## src/rtl/fifo_pkg.sv

```systemverilog
// ============================================================================
// fifo_pkg : shared types, defaults and pointer-width helper for sync_fifo_param
// Revision : 1.0
// ============================================================================
`default_nettype none

package fifo_pkg;

    localparam int DEFAULT_DATA_W = 8;
    localparam int DEFAULT_DEPTH  = 32;

    typedef struct packed {
        logic full;
        logic empty;
        logic almost_full;
        logic almost_empty;
        logic overflow;
        logic underflow;
    } fifo_flags_t;

    // Address width for a DEPTH-entry array; pointers carry one extra wrap bit.
    function automatic int ptr_w(input int depth);
        return (depth > 1) ? $clog2(depth) : 1;
    endfunction

endpackage

`default_nettype wire

```

## src/rtl/fifo_mem_dp.sv

```systemverilog
// ============================================================================
// fifo_mem_dp : DEPTH x DATA_W storage, sync write, async (FWFT) or registered read
// Revision    : 1.0
// ============================================================================
`default_nettype none

module fifo_mem_dp
    import fifo_pkg::*;
#(
    parameter int DATA_W = DEFAULT_DATA_W,
    parameter int DEPTH  = DEFAULT_DEPTH,
    parameter int FWFT   = 0,
    localparam int AW    = ptr_w(DEPTH)
) (
    input  logic              clock,
    input  logic              rst,
    input  logic              we_i,
    input  logic [AW-1:0]     waddr_i,
    input  logic [DATA_W-1:0] wdata_i,
    input  logic              re_i,
    input  logic [AW-1:0]     raddr_i,
    input  logic              valid_i,
    output logic [DATA_W-1:0] rdata_o
);

    logic [DATA_W-1:0] mem_q [DEPTH];

    always_ff @(posedge clock) begin
        if (we_i) begin
            mem_q[waddr_i] <= wdata_i;
        end
    end

    generate
        if (FWFT != 0) begin : g_fwft
            // Head word is visible as soon as it exists; zero while empty.
            logic unused_fwft;
            assign unused_fwft = rst ^ re_i;
            assign rdata_o     = valid_i ? mem_q[raddr_i] : '0;
        end else begin : g_std
            logic [DATA_W-1:0] rdata_q;
            logic              unused_std;
            assign unused_std = valid_i;

            always_ff @(posedge clock or posedge rst) begin
                if (rst) begin
                    rdata_q <= '0;
                end else if (re_i) begin
                    rdata_q <= mem_q[raddr_i];
                end
            end
            assign rdata_o = rdata_q;
        end
    endgenerate

endmodule

`default_nettype wire

```

## src/rtl/sync_fifo_param.sv

```systemverilog
// ============================================================================
// sync_fifo_param : parametrised single-clock FIFO with count, programmable
//                   almost flags, sticky error flags and optional FWFT read
// Revision        : 1.0
// ============================================================================
`default_nettype none

module sync_fifo_param
    import fifo_pkg::*;
#(
    parameter int DATA_W   = DEFAULT_DATA_W,
    parameter int DEPTH    = DEFAULT_DEPTH,
    parameter int AF_LEVEL = 28,
    parameter int AE_LEVEL = 4,
    parameter int FWFT     = 0,
    localparam int AW      = ptr_w(DEPTH)
) (
    input  logic              clock,
    input  logic              rst,
    input  logic              wr,
    input  logic [DATA_W-1:0] data_in,
    input  logic              rd,
    input  logic              clr_err,
    output logic [DATA_W-1:0] data_out,
    output logic              full,
    output logic              empty,
    output logic              almost_full,
    output logic              almost_empty,
    output logic [AW:0]       count,
    output logic              overflow,
    output logic              underflow
);

    generate
        if ((DEPTH < 4) || ((DEPTH & (DEPTH - 1)) != 0)) begin : g_bad_depth
            $error("sync_fifo_param: DEPTH must be a power of two >= 4");
        end
        if ((AF_LEVEL < 1) || (AF_LEVEL > DEPTH - 1)) begin : g_bad_af
            $error("sync_fifo_param: AF_LEVEL out of range 1..DEPTH-1");
        end
        if ((AE_LEVEL < 1) || (AE_LEVEL > DEPTH - 1)) begin : g_bad_ae
            $error("sync_fifo_param: AE_LEVEL out of range 1..DEPTH-1");
        end
    endgenerate

    localparam logic [AW:0] AF_THR  = AF_LEVEL[AW:0];
    localparam logic [AW:0] AE_THR  = AE_LEVEL[AW:0];
    localparam logic [AW:0] PTR_ONE = (AW+1)'(1);

    logic [AW:0] wr_ptr_q, wr_ptr_d;
    logic [AW:0] rd_ptr_q, rd_ptr_d;
    logic [AW:0] count_q,  count_d;
    logic        overflow_q,  overflow_d;
    logic        underflow_q, underflow_d;

    fifo_flags_t flags;
    logic        rd_accept;
    logic        wr_accept;

    // Wrap bit distinguishes full from empty when the addresses coincide.
    assign flags.empty        = (wr_ptr_q == rd_ptr_q);
    assign flags.full         = (wr_ptr_q[AW] != rd_ptr_q[AW]) &&
                                (wr_ptr_q[AW-1:0] == rd_ptr_q[AW-1:0]);
    assign flags.almost_full  = (count_q >= AF_THR);
    assign flags.almost_empty = (count_q <= AE_THR);
    assign flags.overflow     = overflow_q;
    assign flags.underflow    = underflow_q;

    assign rd_accept = rd && !flags.empty;
    assign wr_accept = wr && (!flags.full || rd_accept);

    always_comb begin
        wr_ptr_d    = wr_ptr_q;
        rd_ptr_d    = rd_ptr_q;
        count_d     = count_q;
        if (wr_accept) begin
            wr_ptr_d = wr_ptr_q + PTR_ONE;
        end
        if (rd_accept) begin
            rd_ptr_d = rd_ptr_q + PTR_ONE;
        end
        case ({wr_accept, rd_accept})
            2'b10:   count_d = count_q + PTR_ONE;
            2'b01:   count_d = count_q - PTR_ONE;
            default: count_d = count_q;
        endcase
        // A fresh error in the clearing cycle keeps the flag set.
        overflow_d  = (overflow_q && !clr_err) || (wr && flags.full && !rd_accept);
        underflow_d = (underflow_q && !clr_err) || (rd && flags.empty);
    end

    always_ff @(posedge clock or posedge rst) begin
        if (rst) begin
            wr_ptr_q    <= '0;
            rd_ptr_q    <= '0;
            count_q     <= '0;
            overflow_q  <= 1'b0;
            underflow_q <= 1'b0;
        end else begin
            wr_ptr_q    <= wr_ptr_d;
            rd_ptr_q    <= rd_ptr_d;
            count_q     <= count_d;
            overflow_q  <= overflow_d;
            underflow_q <= underflow_d;
        end
    end

    fifo_mem_dp #(
        .DATA_W (DATA_W),
        .DEPTH  (DEPTH),
        .FWFT   (FWFT)
    ) u_mem (
        .clock   (clock),
        .rst     (rst),
        .we_i    (wr_accept),
        .waddr_i (wr_ptr_q[AW-1:0]),
        .wdata_i (data_in),
        .re_i    (rd_accept),
        .raddr_i (rd_ptr_q[AW-1:0]),
        .valid_i (!flags.empty),
        .rdata_o (data_out)
    );

    assign full         = flags.full;
    assign empty        = flags.empty;
    assign almost_full  = flags.almost_full;
    assign almost_empty = flags.almost_empty;
    assign overflow     = flags.overflow;
    assign underflow    = flags.underflow;
    assign count        = count_q;

endmodule

`default_nettype wire

```

## config.mk

```make
export PLATFORM = sky130hd
export DESIGN_NAME = sync_fifo_param
export DESIGN_NICKNAME = d
export VERILOG_FILES = /design/src/rtl/fifo_pkg.sv /design/src/rtl/fifo_mem_dp.sv /design/src/rtl/sync_fifo_param.sv
export SDC_FILE = /design/constraint.sdc
export NUM_CORES = 1
export LEC_CHECK = 0
export CAP_MARGIN = 20
export CORE_MARGIN = 2
export CORE_UTILIZATION = 55
export CTS_CLUSTER_SIZE = 10
export DETAILED_ROUTE_END_ITERATION = 16
export GPL_ROUTABILITY_DRIVEN = 0
export GPL_TIMING_DRIVEN = 0
export PLACE_DENSITY = 0.7
export SLEW_MARGIN = 30
export SYNTH_ARGS = -nofsm -noshare
export SYNTH_HDL_FRONTEND = slang
export SYNTH_HIERARCHICAL = 1
export SYNTH_SLANG_ARGS = --single-unit
```

## constraint.sdc

```tcl
create_clock -name clock -period 3.7 [get_ports clock]
set_input_delay 0.37 -clock clock [delete_from_list [all_inputs] [get_ports clock]]
set_output_delay 0.37 -clock clock [all_outputs]
set_load 0.01 [all_outputs]
```

# After elaboration in Yosys (flattened, before gate mapping)
# Memory sizes are Yosys's and may differ from the RTL's. A register that Yosys moved wholly into a read port is not among the register bits.
# Index checks and enable logic that the tools add are counted.
# W data, S select, Z words.
[word_totals] regBits=20 mem_bits_rw=256 inputBits=13 wordCells=36 mem_count=1
[classes] n_addsub=4 magnitude_cmp=2 eq_ne=5 muxes=3 n_reduce_logical=16
[mem_list] memory="u_mem.mem_q" words=32 width=8 read_ports=1 rd_ports_with_merged_regs=1 write_ports=1 line_no="fifo_mem_dp.sv:26" source="logic [DATA_W-1:0] mem_q [DEPTH];"
[ops] op="$add A6 B1 Y6 const B" count=3
[ops] op="$pmux W6 S2" count=1
[ops] op="$logic_and A1 B1 Y1" count=8
[ops] op="$eq A6 B6 Y1" count=1
[ops] op="$ge A6 B5 Y1 const B" count=1
[ops] op="$le A6 B3 Y1 const B" count=1
[ops] op="$sub A6 B1 Y6 const B" count=1
[ops] op="$eq A5 B5 Y1" count=1
[ops] op="$logic_not A1 Y1" count=4
[ops] op="$logic_or A1 B1 Y1" count=3
[ops] op="$eq A2 B1 Y1 const B" count=1
[ops] op="$eq A2 B2 Y1 const B" count=1
[ops] op="$mux W1" count=2
[ops] op="$reduce_bool A2 Y1" count=1
[ops] op="$ne A1 B1 Y1" count=1

# Longest topological paths before layout
# Gate-level depths: netlist (run 1).
[depth] word_depth=7 ltp_mapped=12 ltp_nobuf=11

# Cells and area by module
# Netlist (run 1), hierarchy kept.
[by_module_without_submodules] mod="fifo_mem_dp" instances=1 cells_each=592 area_per_inst_um2=10415.0
[by_module_without_submodules] mod="sync_fifo_param" instances=1 cells_each=113 area_per_inst_um2=1191.1

# Worst setup path after synthesis (run 1)
# No wires, ideal clock.
[synth_path] path_kind="register -> register" startpoint="reg wr_ptr_q[3]" endpoint="reg count_q[5], in the netlist count[5]" setup_time_ns=0.069 arrival_time_ns=2.519 setup_slack_ns=1.112 path_stages_with_launch=13 n_path_buf=1 period_less_slack_ns=2.588 path_cell_list="dfrtp_1 > xor2_1 > nor3_2 > a21oi_2 > buf_6 > nand2_1 > inv_1 > ha_1 > o21ai_0 > o21bai_1 > a21o_2 > or4b_1 > nand3_1"
[synth_between] elab_chain_len=7 elab_cells_between_ends=12 classes_between="eq/ne: 4; mux: 1; reduce/logical: 7"
[synth_lines] item="from (decl)" line_no="sync_fifo_param.sv:50" source="logic [AW:0] wr_ptr_q, wr_ptr_d;"
[synth_lines] item="from (signal assigned)" line_no="sync_fifo_param.sv:100" source="wr_ptr_q <= wr_ptr_d;"
[synth_lines] item="$eq A6 B6 Y1 *" line_no="sync_fifo_param.sv:61" source="assign flags.empty = (wr_ptr_q == rd_ptr_q);"
[synth_lines] item="$logic_not A1 Y1 *"
[synth_lines] item="$logic_and A1 B1 Y1 *" line_no="sync_fifo_param.sv:69" source="assign rd_accept = rd && !flags.empty;"
[synth_lines] item="via rd_accept" line_no="sync_fifo_param.sv:57" source="logic rd_accept;"
[synth_lines] item="$logic_or A1 B1 Y1" line_no="sync_fifo_param.sv:70" source="assign wr_accept = wr && (!flags.full || rd_accept);"
[synth_lines] item="$logic_and A1 B1 Y1" line_no="sync_fifo_param.sv:70"
[synth_lines] item="$eq A2 B1 Y1 / $eq A2 B2 Y1 (equally long branches)" line_no="sync_fifo_param.sv:82" source="case ({wr_accept, rd_accept})"
[synth_lines] item="$pmux W6 S2 / $reduce_bool A2 Y1 (equally long branches)"
[synth_lines] item="to (signal assigned)" line_no="sync_fifo_param.sv:102" source="count_q <= count_d;"
[synth_lines] item="to (decl)" line_no="sync_fifo_param.sv:52" source="logic [AW:0] count_q, count_d;"
# Mark *: on every way through the listed nets, which the timed path passes. The rest lies on a longest branch.
# A chain may end at the register's enable or synchronous reset.

# Final worst setup path (run 1)
[layout_path] startpoint="reg wr_ptr_q[2]" endpoint="mem u_mem/mem_q[8][7] in the netlist's numbering (enable)"
[layout_between] elab_chain_len=7 elab_cells_between_ends=10 classes_between="eq/ne: 2; mux: 2; reduce/logical: 6"
[layout_lines] item="$eq A6 B6 Y1 / $eq A5 B5 Y1 (equally long branches)" line_no="sync_fifo_param.sv:61, sync_fifo_param.sv:63"
[layout_lines] item="$logic_not A1 Y1 / $logic_and A1 B1 Y1 (equally long branches)"
[layout_lines] item="$logic_and A1 B1 Y1 / $logic_not A1 Y1 (equally long branches)" line_no="sync_fifo_param.sv:69, sync_fifo_param.sv:70"
[layout_lines] item="$logic_or A1 B1 Y1 *" line_no="sync_fifo_param.sv:70"
[layout_lines] item="$logic_and A1 B1 Y1 *" line_no="sync_fifo_param.sv:70"
[layout_lines] item="via wr_accept" line_no="sync_fifo_param.sv:58" source="logic wr_accept;"
[layout_lines] item="$mux W1 *" line_no="fifo_mem_dp.sv:29" source="if (we_i) begin"
[layout_lines] item="$mux W1 (implied by the code) *" line_no="fifo_mem_dp.sv:30" source="mem_q[waddr_i] <= wdata_i;"
[layout_lines] item="to (decl)" line_no="fifo_mem_dp.sv:26"
# Marked as above.

==> impl_metrics.json, run 1 <==
{
  "cts_buffers": 34,
  "internal-power_mw": 7.12,
  "io_pins": 33,
  "power_density_nw_per_um2": 799,
  "synth_area_per_cell_um2": 16.5,
  "die_x_um": 149,
  "skew_ps": 12.1,
  "antenna_cells": 0,
  "required_ps": 3810,
  "p_leak_nw": 4.72,
  "clk_path_buf_depth": 3,
  "slew_headroom": 0.422,
  "cts_root_buf": "clkbuf_16",
  "ant_nets": 0,
  "crit_chain": "xor2_1 -> nor4_1 -> a21o_1 -> inv_1 -> or3b_2 -> clkbuf_1 -> nor2_1",
  "p_clk_frac": 0.287,
  "portBuffers": 32,
  "grt_pass1_wl_um": 39000,
  "cts-htree-levels": 2,
  "netlist_area_um2": 11600,
  "dieArea_um2": 22300,
  "comb_power_share": 0.318,
  "syn2layout_area_growth_pct": 14.3,
  "cts-resized-gates": 0,
  "finalSetupViolations": 0,
  "vias_per_cell": 6.09,
  "n_fill_cell": 1516,
  "critPathLaunchType": "flop",
  "finalHoldViolations": 0,
  "cts_tree": "done",
  "p_sw_mw": 3.47,
  "worst-path-max-fanout": 12,
  "grt_max_degree": 33,
  "grt-ovfl-total": 0,
  "antenna_found_initial": 0,
  "finalMaxSlewViolations": 0,
  "fp-row-count": 53,
  "insertion_delay_ps": 500,
  "r2r_cells": 7,
  "num_vias": 6538,
  "switching_share": 0.328,
  "status": "finished, final reports clean",
  "wirelength_um": 26500,
  "cts_hold_buf": 0,
  "initial_core_util": 0.555,
  "drc": 0,
  "post_cts_buffers": 0,
  "hold_path.class": "input pin to async pin",
  "grt_util_all_layers": 0.243,
  "crit_path_end_kind": "flop",
  "syn_inst": 704,
  "tns_ps": 0,
  "worst-setup-path-type": "flop to flop",
  "first_pass_iters": 5,
  "dp_hpwl_um": 17200,
  "grtUsageMet2": 0.405,
  "slowest_stage": "nor2_1",
  "maxCapViolCount": 0,
  "drive_gt1_frac": 0.113,
  "die_y_um": 149,
  "rsz0062_at_grt": "false",
  "top_usage_layer": "met2",
  "coreArea_um2": 20900,
  "drt_iter0_drc": 614,
  "fin_nets": 792,
  "tightest_slew_ps": 864,
  "multi_input_area_um2": 2950,
  "register_area_um2": 8390,
  "timing.fmax_ghz": 0.294,
  "ys_warn_count": 6,
  "cts.sinks": 284,
  "ir_worst_vdd_uv": 461,
  "clkTransAtPathRegs_ps": 60,
  "total_power_mw": 10.6,
  "cp.arrival_ps": 3510,
  "crit_path_max_incr_delay_ps": 730,
  "use_met3": 0.0446,
  "wl_per_cell_um": 24.7,
  "fin_crit_sh": 0.918,
  "gr-usage-met1": 0.328,
  "seq_power_share": 0.395,
  "syn-num-nets": 724,
  "min_period_ps": 3400,
  "grt_pass1_vias": 6439
}
[state kept, by name, indices dropped and copies added, names as in the netlist]
| register | count |
|---|---|
| u_mem/mem_q | 256 |
| u_mem/rdata_o | 8 |
| count | 6 |
| overflow | 1 |
| wr_ptr_q | 6 |
| underflow | 1 |
| rd_ptr_q | 6 |
[worst paths after layout]
path,slack (ps),endpoint,startpoint
worst max register to register,300,u_mem/mem_q[8][7]$_DFFE_PP_,wr_ptr_q[2]$_DFFE_PP0P_
worst min-delay path,240,u_mem/rdata_o[4]$_DFFE_PP0P_,rst
min in group clock,430,u_mem/mem_q[0][7]$_DFFE_PP_,data_in[7]
worst max-delay path,300,u_mem/mem_q[8][7]$_DFFE_PP_,wr_ptr_q[2]$_DFFE_PP0P_
max in group asynchronous,2740,count[2]$_DFFE_PP0P_,rst
worst min register to register,500,overflow$_DFF_PP0_,overflow$_DFF_PP0_
[per-layer routing]
| metal | part of all wire | wire (um) | vias up |
|---|---|---|---|
| met3 | 0.077 | 2050 | 49 |
| met1 | 0.40 | 10500 | 3313 |
| li1 | - | - | 2893 |
| met5 | 0 | 0 | - |
| met4 | 0.026 | 687 | 0 |
| met2 | 0.50 | 13200 | 283 |
[per-stage QoR]
step                hold slack [ps]   util  cell area [um^2]  cells  setup slack, ps
finish                          237  0.635             13300   1073              304
global route                    257  0.635             13300   1073              116
CTS                             236  0.635             13300   1073              341
global placement                474  0.587             12300   1011              398
floorplan                       186      -             11600    704             1110
detailed placement              495  0.585             12200   1011              389
[placed cells by master, fill, tap and decap left out, types with 11 or more instances in the layout]
master,count
xnor2_1,14
a22oi_1,64
edfxtp_1,256
mux2_2,12
nand2_1,11
nor2_1,37
buf_2,11
dfrtp_1,28
mux2i_1,130
clkbuf_16,37
clkdlybuf4s50_1,24
a21oi_1,35
clkbuf_1,36
inv_1,11
[worst max-delay path, delay by kind of cell (launching register included)]
kind                   cells  cell delay (ps)
AND/OR/NAND/NOR            3             1260
buffers and inverters      2              490
XOR/XNOR                   1              300
AO/OA/AOI/OAI              1              260
flip-flops                 1              700
[power by group through the flow]
stage	logic, mW	clock network (mW)	registers [mW]
6_report	3.37	3.04	4.19
5_1_grt	3.58	3.22	4.21
4_1_cts	3.32	3.09	4.18
3_5_place_dp	3.30	0	4.24
3_3_place_gp	3.21	0	4.22
2_1_floorplan	2.23	0	4.14
[area by class of cell]
class / instances / area share
inverters: 11 / 0.00311
well taps: 275 / 0.0259
repair buffers: 32 / 0.0211
plain buffers: 35 / 0.0166
clock buffers: 62 / 0.0784
multi-input cells: 374 / 0.223
flip-flops and latches: 284 / 0.632
(Power assumes the default switching activity.)
==> inputs of run 2 (changes only) <==
--- a/config.mk
+++ b/config.mk
@@ -7,12 +7,12 @@
 export LEC_CHECK = 0
 export CAP_MARGIN = 20
 export CORE_MARGIN = 2
-export CORE_UTILIZATION = 55
+export CORE_UTILIZATION = 61
 export CTS_CLUSTER_SIZE = 10
 export DETAILED_ROUTE_END_ITERATION = 16
 export GPL_ROUTABILITY_DRIVEN = 0
 export GPL_TIMING_DRIVEN = 0
-export PLACE_DENSITY = 0.7
+export PLACE_DENSITY = 0.77
 export SLEW_MARGIN = 30
 export SYNTH_ARGS = -nofsm -noshare
 export SYNTH_HDL_FRONTEND = slang
==> run 2 against run 1 <==
Net effect:
- power shrank 0.16%
- critical path depth did not move
- final area down 0.53%
- final cell count decreased by 4.1%
- clock skew grew 2.6 ps
- critical path type unchanged
==> impl_metrics.json, run 2 (synthesis gave the netlist of run 1 again) <==
{
  "slew_headroom": 0.418,
  "tns_ps": 0,
  "drive_gt1_frac": 0.115,
  "insertion_delay_ps": 510,
  "dp_hpwl_um": 16900,
  "cts-resized-gates": 0,
  "cts_root_buf": "clkbuf_16",
  "crit_end": "u_mem/mem_q[12][1]$_DFFE_PP_",
  "final_cells": 1029,
  "grt_pass1_vias": 6809,
  "r2r_start": "wr_ptr_q[2]$_DFFE_PP0P_",
  "post_cts_buffers": 0,
  "crit_chain": "xor2_1 -> nor4_1 -> a21o_1 -> inv_1 -> or3b_2 -> clkbuf_1 -> nor2_1",
  "rrSetupSlack_ps": 200,
  "ir_worst_vdd_uv": 520,
  "largest_register": "u_mem/mem_q",
  "ant_nets": 0,
  "cts_hold_buf": 0,
  "cts_buffers": 34,
  "skew_ps": 14.6,
  "die_y_um": 142,
  "worst-path-max-fanout": 12,
  "required_ps": 3820,
  "grt_max_degree": 33,
  "die_x_um": 142,
  "r2r_cells": 7,
  "fin_crit_sh": 0.946,
  "crit_cells": 7,
  "crit_path_end_kind": "flop",
  "r2r-end": "u_mem/mem_q[12][1]$_DFFE_PP_",
  "tightest_slew_ps": 870,
  "place_inst": 970,
  "layout_common_cells": "edfxtp_1 (256), mux2i_1 (130), a22oi_1 (64)",
  "coreArea_um2": 18700,
  "vias_per_cell": 6.52,
  "grt-ovfl-total": 0,
  "drc": 0,
  "largest_reg_flops": 256,
  "finalMaxSlewViolations": 0,
  "fp-row-count": 50,
  "status": "finished, final reports clean",
  "timing.fmax_ghz": 0.286,
  "critPathLaunch": "wr_ptr_q[2]$_DFFE_PP0P_",
  "initial_core_util": 0.620,
  "power_density_nw_per_um2": 802,
  "worst-setup-path-type": "flop to flop",
  "crit_path_max_incr_delay_ps": 700,
  "rsz0062_at_grt": "false",
  "antenna_found_initial": 0,
  "grt_pass1_wl_um": 39600,
  "min_period_ps": 3500,
  "num_vias": 6710,
  "wl_per_cell_um": 25.7,
  "cts_tree": "done",
  "clk_path_buf_depth": 3,
  "drt_iter0_drc": 853,
  "io_pins": 33,
  "final_common_cell": "edfxtp_1",
  "critPathLaunchType": "flop",
  "critical_path_buf_inv_count": 2,
  "syn2layout_area_growth_pct": 13.7,
  "dieArea_um2": 20100,
  "critical_path.top_delay_family": "simple AND/OR/NAND/NOR gates",
  "clkTransAtPathRegs_ps": 60,
  "maxCapViolCount": 0,
  "fin_nets": 792,
  "p_leak_nw": 4.70,
  "hold_path.class": "input pin to async pin",
  "finalHoldViolations": 0,
  "finalSetupViolations": 0,
  "grt_util_all_layers": 0.272,
  "first_pass_iters": 7,
  "slowest_stage": "nor2_1",
  "cp.arrival_ps": 3620,
  "cts.sinks": 284,
  "portBuffers": 32,
  "cts-htree-levels": 2,
  "wirelength_um": 26500
}
## run 2: cell types whose count changed in the layout (fill, tap and decap cells not counted)
cell / before / now
nor2_2: 0 / 2
nor2_1: 37 / 35
clkbuf_16: 37 / 35
bufinv_16: 0 / 1
clkinv_8: 0 / 2
diode_2: 0 / 1
clkbuf_1: 36 / 33
clkbuf_8: 2 / 0
## run 2: worst register-to-register path, cell delays in order, from the launching register on
cell	delay, ps
dfrtp_1	670
xor2_1	350
nor4_1	90
a21o_1	290
inv_1	210
or3b_2	460
clkbuf_1	340
nor2_1	710
## run 2: through the flow
step | cell area (um^2) | utilization | total power [mW] | hold slack, ps | setup WS [ps]
after floorplan | 11600 | - | 6.37 | 186 | 1110
after global placement | 12200 | 0.653 | 7.42 | 482 | 327
after detailed placement | 12200 | 0.651 | 7.53 | 492 | 202
after CTS | 13200 | 0.705 | 10.5 | 230 | 166
after global routing | 13200 | 0.705 | 11.0 | 278 | 2.33
final | 13200 | 0.705 | 10.6 | 243 | 201
## run 2: layout make-up
class                           count  area (um^2)
Antenna cell                        1         2.50
Buffer                             35          220
Clock buffer                       55          951
Timing Repair Buffer               32          280
Sequential cell                   284         8390
Inverter                           11         41.3
Multi-Input combinational cell    374         2960
Clock inverter                      3         62.6
Fill cell                        1190         5510
Tap cell                          234          293
## run 2: where the power goes
part           leakage [nW]  internal, mW  switching, mW
clock                 0.483          1.83           1.19
sequential             2.64          3.84          0.339
combinational          1.59          1.40           1.98
## run 2: layer usage
metal,part of all wire,GRT usage,vias to the layer above
li1,-,-,2893
met1,0.38,0.354,3353
met2,0.48,0.440,389
met3,0.10,0.0712,75
met4,0.040,0.112,0
met5,0,0,-
## run 2: worst min-delay path by stage
stage                                   from                           end  slack [ps]  cells after the start
after floorplan                          rst  u_mem/rdata_o[0]$_DFFE_PP0P_         190                      1
after global placement    overflow$_DFF_PP0_            overflow$_DFF_PP0_         480                      1
after detailed placement  overflow$_DFF_PP0_            overflow$_DFF_PP0_         490                      1
after CTS                                rst  u_mem/rdata_o[5]$_DFFE_PP0P_         230                      2
after global routing                     rst  u_mem/rdata_o[6]$_DFFE_PP0P_         280                      2
final                                    rst  u_mem/rdata_o[4]$_DFFE_PP0P_         240                      2
==> inputs of run 3 (changes only) <==
--- a/config.mk
+++ b/config.mk
@@ -5,6 +5,7 @@
 export SDC_FILE = /design/constraint.sdc
 export NUM_CORES = 1
 export LEC_CHECK = 0
+export ABC_CLOCK_PERIOD_IN_PS = 3700
 export CAP_MARGIN = 20
 export CORE_MARGIN = 2
 export CORE_UTILIZATION = 61
==> results of run 3 <==
No change in the layout: final DEF, timing and power equal those of run 2.
